<file path="config.mk">
export PLATFORM = sky130hd
export DESIGN_NAME = acc_diff_decoder
export DESIGN_NICKNAME = d
export VERILOG_FILES = /design/src/rtl/acc_diff_decoder.sv
export SDC_FILE = /design/constraint.sdc
export NUM_CORES = 1
export LEC_CHECK = 0
export CAP_MARGIN = 20
export CELL_PAD_IN_SITES_DETAIL_PLACEMENT = 1
export CELL_PAD_IN_SITES_GLOBAL_PLACEMENT = 2
export CORE_ASPECT_RATIO = 0.8
export CORE_MARGIN = 4
export CORE_UTILIZATION = 25
export CTS_CLUSTER_DIAMETER = 40
export DETAILED_ROUTE_END_ITERATION = 8
export MAX_ROUTING_LAYER = met4
export PLACE_DENSITY = 0.71
export RECOVER_POWER = 25
export SLEW_MARGIN = 20
export SYNTH_ARGS = -nofsm -noshare
export SYNTH_HDL_FRONTEND = slang
export SYNTH_SLANG_ARGS = --single-unit
</file>
<file path="constraint.sdc">
create_clock -name clk -period 2.3 [get_ports clk]
set_clock_uncertainty 0.1 [all_clocks]
set_input_delay 0.46 -clock clk [delete_from_list [all_inputs] [get_ports clk]]
set_output_delay 0.46 -clock clk [all_outputs]
set_load 0.02 [all_outputs]
</file>
<file path="src/rtl/acc_diff_decoder.sv">
// Differencing decoder: recovers an accumulator's input samples from its running
// sums. It uses valid/ready handshakes and a one-entry registered output stage.
module acc_diff_decoder #(
  parameter int unsigned WIDTH = 8,
  parameter int unsigned CNT_W = 8
) (
  input  logic             clk,
  input  logic             reset,
  input  logic             in_valid,
  output logic             in_ready,
  input  logic [WIDTH-1:0] in_sum,
  input  logic             sync,
  output logic             out_valid,
  input  logic             out_ready,
  output logic [WIDTH-1:0] out_delta,
  output logic             first_flag,
  output logic [CNT_W-1:0] sample_cnt
);

  typedef enum logic {EMPTY = 1'b0, FULL = 1'b1} state_t;

  state_t           state_q, state_d;
  logic [WIDTH-1:0] delta_q, delta_d;
  logic [WIDTH-1:0] prev_q, prev_d;
  logic             first_q, first_d;
  logic             zero_base_q, zero_base_d;
  logic [CNT_W-1:0] cnt_q, cnt_d;
  logic             acc;
  logic             use_zero;
  logic [WIDTH-1:0] base;

  assign in_ready   = (state_q == EMPTY) | out_ready;
  assign acc        = in_valid & in_ready;
  assign use_zero   = zero_base_q | sync;
  assign base       = use_zero ? '0 : prev_q;
  assign out_valid  = (state_q == FULL);
  assign out_delta  = delta_q;
  assign first_flag = first_q;
  assign sample_cnt = cnt_q;

  always_comb begin
    state_d     = state_q;
    delta_d     = delta_q;
    prev_d      = prev_q;
    first_d     = first_q;
    zero_base_d = zero_base_q;
    cnt_d       = cnt_q;

    unique case (state_q)
      EMPTY:   if (acc) state_d = FULL;
      FULL:    if (out_ready && !acc) state_d = EMPTY;
      default: state_d = EMPTY;
    endcase

    if (acc) begin
      delta_d     = in_sum - base;
      first_d     = use_zero;
      prev_d      = in_sum;
      zero_base_d = 1'b0;
      if (sync)
        cnt_d = CNT_W'(1);
      else if (cnt_q != '1)
        cnt_d = cnt_q + CNT_W'(1);
    end else if (sync) begin
      // Restart only arms the zero base; the held output is left untouched.
      zero_base_d = 1'b1;
      cnt_d       = '0;
    end
  end

  always_ff @(posedge clk) begin
    if (!reset) begin
      state_q     <= EMPTY;
      delta_q     <= '0;
      prev_q      <= '0;
      first_q     <= 1'b0;
      zero_base_q <= 1'b1;
      cnt_q       <= '0;
    end else begin
      state_q     <= state_d;
      delta_q     <= delta_d;
      prev_q      <= prev_d;
      first_q     <= first_d;
      zero_base_q <= zero_base_d;
      cnt_q       <= cnt_d;
    end
  end

endmodule
</file>
After elaboration in Yosys (flattened, before gate mapping)
Index checks and enable logic that the tools add are counted.
{"block": "word_totals", "regBits": 27, "word_cells": 28}
{"block": "op_classes", "reduce_logical": 5, "n_bitwise": 4, "n_addsub": 2, "n_mux": 10, "eq_ne": 1}
{"operator": "two-way mux 8 bit", "count": 5}
{"operator": "adder 8 x 1 -> 8 bit, second input constant", "count": 1}
{"operator": "inequality test 8 bit, second input constant", "count": 1}
{"operator": "subtractor 8 bit", "count": 1}
{"operator": "two-way mux 1 bit", "count": 4}
{"operator": "nonzero test 2 bit", "count": 2}
{"operator": "OR 1 bit", "count": 2}
{"operator": "one-hot mux 1 bit (2 select lines)", "count": 1}
{"operator": "AND reduction 2 bit", "count": 1}
{"operator": "AND 1 bit", "count": 1}
{"operator": "logical AND 1 bit", "count": 1}
{"operator": "logical NOT 1 bit", "count": 1}
{"operator": "inverter 1 bit", "count": 1}

Longest topological paths before layout
{"block": "logic_depth", "word_depth": 7, "ltp_mapped": 9}

Least setup slack after synthesis
Ideal clock, no wire load.
{"block": "synth_timing", "path_kind": "input to register", "from": "in sync", "to": "reg delta_q[6], in the netlist out_delta[6]", "setup_ns": 0.127, "cell_stages": 9, "arrival_time_ns": 2.130, "n_path_buf": 0, "setup_slack_ns": -0.057, "required_time_ns": 2.073, "cell_sequence": "nor2_1 and2_1 ha_1 inv_1 fa_1 a21o_1 a211oi_1 or4_1 nand3_1"}
{"block": "synth_via", "elab_chain_cells": 3}
{"element": "from (decl)", "line_no": "12", "source": "input logic sync,"}
{"element": "OR 1 bit", "line_no": "34", "source": "assign use_zero = zero_base_q | sync;"}
{"element": "two-way mux 8 bit", "line_no": "35", "source": "assign base = use_zero ? '0 : prev_q;"}
{"element": "subtractor 8 bit", "line_no": "56", "source": "delta_d = in_sum - base;"}
{"element": "to (signal assigned)", "line_no": "81", "source": "delta_q <= delta_d;"}
{"element": "to (decl)", "line_no": "23", "source": "logic [WIDTH-1:0] delta_q, delta_d;"}
No other way between the ends.
A chain may end at the register's enable or synchronous reset.

Worst setup path after layout
{"block": "layout_timing", "from": "in out_ready", "to": "out in_ready"}
{"block": "layout_via", "elab_chain_cells": 1}
{"element": "from (decl)", "line_no": "14", "source": "input logic out_ready,"}
{"element": "OR 1 bit", "line_no": "32", "source": "assign in_ready = (state_q == EMPTY) | out_ready;"}
{"element": "to (decl)", "line_no": "10", "source": "output logic in_ready,"}
No other way between the ends.

==> impl_metrics.json <==
{
  "reg2reg_from": "zero_base_q",
  "ant_nets": 0,
  "place_ws_ns": -0.496,
  "min_path_cells": 2,
  "syn-instance-count": 176,
  "drt_iter0_drc": 51,
  "synth_warnings": 0,
  "cts-htree-levels": 1,
  "clk_pin_slew_ns": 0.10,
  "crit_required_ns": 1.74,
  "p_per_area_nw_per_um2": 500,
  "maxSlewViolCount": 0,
  "timing.slew.headroom_pct": 64.3,
  "cts_buffers": 3,
  "hold_start": "out_delta[3]",
  "antenna_found_initial": 0,
  "ys_seq_area_share_pct": 38.2,
  "drive_above_1_share_pct": 17.1,
  "clockBufferDepth": 2,
  "synthesis.nets": 198,
  "dieHeight_microns": 75.3,
  "area_growth_pct": 45.2,
  "cp-start-kind": "input pin",
  "tightest_slew_ns": 0.536,
  "nets": 251,
  "power_leakage_nw": 0.776,
  "crit_type": "input pin to primary output",
  "dr.pass1.iters": 4,
  "die_w_microns": 92.2,
  "status": "complete, no violations",
  "min_path_type": "flip-flop to flip-flop",
  "avgViaCountPerCell": 4.87,
  "gp_congestion": 0.818,
  "fmax_mhz": 454,
  "die-area_sq_um": 6940,
  "antennaDiodeCount": 0,
  "via_count": 1489,
  "rsz0062_at_grt": "no",
  "fillers": 682,
  "initial_core_util_pct": 25.9,
  "drc": 0,
  "cts_root_buf": "clkbuf_8",
  "ys_types": 32,
  "finalCriticalPeriod_ns": 2.20,
  "fp.coreArea_sq_um": 5470,
  "port_buffers": 31,
  "grt_pass1_vias": 1528,
  "period_share_pct": 95.7,
  "finalWorstSetupSlack_ns": 0.0991,
  "grt-ovfl-total": 0,
  "grt_max_degree": 16,
  "grt_pass1_wl_mm": 7.71,
  "crit_fanout": 2,
  "slowest_stage": "clkdlybuf4s50_1",
  "r2r_setup_slack_ns": 0.18,
  "syn_area_sq_um": 1420,
  "path_cells": "clkdlybuf4s50_1, nor2b_1, inv_1, clkdlybuf4s50_1",
  "max_stage_delay_ns": 0.60,
  "max-vdd-ir-drop_mv": 0.238,
  "r2r_end": "out_delta[6]",
  "num_rows": 24,
  "crit_top_cell": "clkdlybuf4s50_1",
  "crit_path_end_kind": "primary output",
  "final_core_util_pct": 37.6,
  "reg2reg_depth": 8,
  "clk_latency_ns": 0.28,
  "hold_end": "out_delta[3]",
  "cts_tree": "built",
  "synth-seq-cells": 27,
  "postRouteWirelength_mm": 4.56,
  "io_pins": 32,
  "drv_cap": 0,
  "hold_violations": 0,
  "wl_per_cell_microns": 14.9,
  "grt.total_usage_pct": 14.7,
  "cts.sinks": 27,
  "worst_ep_arrival_time_ns": 1.64,
  "avgSynthCellArea_sq_um": 8.05,
  "setup_viol": 0,
  "dp_hpwl_mm": 3.54
}
==> report_power, final <==
part / internal [W] / switching, W
Sequential: 0.000493 / 0.0000151
Combinational: 0.000113 / 0.000123
Clock: 0.000122 / 0.000161
Total: 0.000728 / 0.000300
==> cell families (layout without fill, tap and decap cells) <==
family | after synthesis | after routing | synth area share, %
and+or+nand+nor | 72 | 72 | 25.7
AOI/OAI and AO/OA | 49 | 49 | 20.8
xor gates and xnor gates | 3 | 3 | 1.86
DFF | 27 | 27 | 38.2
adders and majority gates | 9 | 9 | 8.48
buffers and inverters | 16 | 68 | 4.95
==> sequential cells by signal, summed over array words and instances, names as in the netlist <==
| name | cells |
|---|---|
| out_valid | 1 |
| first_flag | 1 |
| sample_cnt | 8 |
| zero_base_q | 1 |
| out_delta | 8 |
| prev_q | 8 |
==> cell usage after synthesis, drive strengths merged <==
library cell  number  area (sq um)
or3                2          15.0
o2111ai            3          26.3
dfxtp             27           541
buf                3          21.3
a31oi              2          12.5
ha                 8           100
and3               4          35.0
nand2             32           120
o31ai              4          30.0
fa                 1          20.0
or4                5          37.5
and2               3          18.8
a211oi             5          37.5
a21oi             23           115
o21ai              8          40.0
inv                9          33.8
a21o               1          7.51
o41ai              1          8.76
xor2               2          17.5
nor2b              3          18.8
nand4              1          6.26
nand3             10          50.1
nand2b             2          12.5
o311ai             2          17.5
nor3               1          5.00
clkbuf             4          15.0
nand3b             2          15.0
xnor2              1          8.76
nor3b              1          7.51
nor2               6          22.5
==> layout by cell type, fill, tap and decap left out, types with 3 or more instances in the layout <==
cell type and n:
a211oi_1 4, a21oi_1 21, buf_4 22, clkbuf_8 3, clkdlybuf4s50_1 21, dfxtp_1 27, dlygate4sd3_1 9, ha_1 6
inv_1 9, nand2_1 32, nand3_1 10, nor2_1 5, nor2b_1 3, o2111ai_1 3, o21ai_0 8, o31ai_1 4
or4_1 5
==> worst max-delay path, delay by kind of cell <==
| family | cells | cell delay, ns |
|---|---|---|
| buffers and inverters | 3 | 1.12 |
| AND/OR/NAND/NOR | 1 | 0.05 |
==> through the flow <==
step | power (W) | area, sq um | setup TNS, ns | hold slack (ns) | std cells
6_report | 0.00103 | 2060 | 0 | 0.354 | 306
5_1_grt | 0.00109 | 2060 | 0 | 0.376 | 306
4_1_cts | 0.00105 | 2060 | 0 | 0.363 | 306
3_5_place_dp | 0.000752 | 1970 | -1.99 | 0.346 | 300
3_3_place_gp | 0.000745 | 1970 | -1.41 | 0.341 | 300
2_1_floorplan | 0.000625 | 1420 | 0 | 0.332 | 176
==> final cells by class <==
cell class / instances / area (sq um) / share of cell area, %
clock inverter: 1 / 5.00 / 0.243
clock buffer: 3 / 41.3 / 2.01
inverter: 9 / 33.8 / 1.64
multi-input combinational: 133 / 841 / 40.9
tap: 78 / 97.6 / 4.74
timing repair buffer: 55 / 498 / 24.2
sequential: 27 / 541 / 26.3
==> worst max-delay path by stage <==
stage	start	end	slack, ns	cells after the start
2_1_floorplan	sync	out_delta[6]	0.06	9
3_3_place_gp	sync	out_delta[6]	-0.36	10
3_5_place_dp	sync	out_delta[6]	-0.50	10
4_1_cts	out_ready	in_ready	0.09	4
5_1_grt	sync	out_delta[7]	0.01	9
6_report	out_ready	in_ready	0.1	4
==> what timing repair did <==
item	4_1_cts	5_1_grt
setup buffers	2	0
resized for setup	8	0
setup endpoints to repair	4	1
pin swaps	6	1
hold buffers	0	0
==> routing by layer <==
layer  vias to the layer above  wire length (microns)  global-route usage, %
met5                         -                      0                      -
met4                         0                    103                   5.27
met3                        10                    169                   3.26
met2                        34                   2110                   24.2
met1                       705                   2170                   18.2
li1                        740                      -                      -
Power figures use the tool's default switching activity.
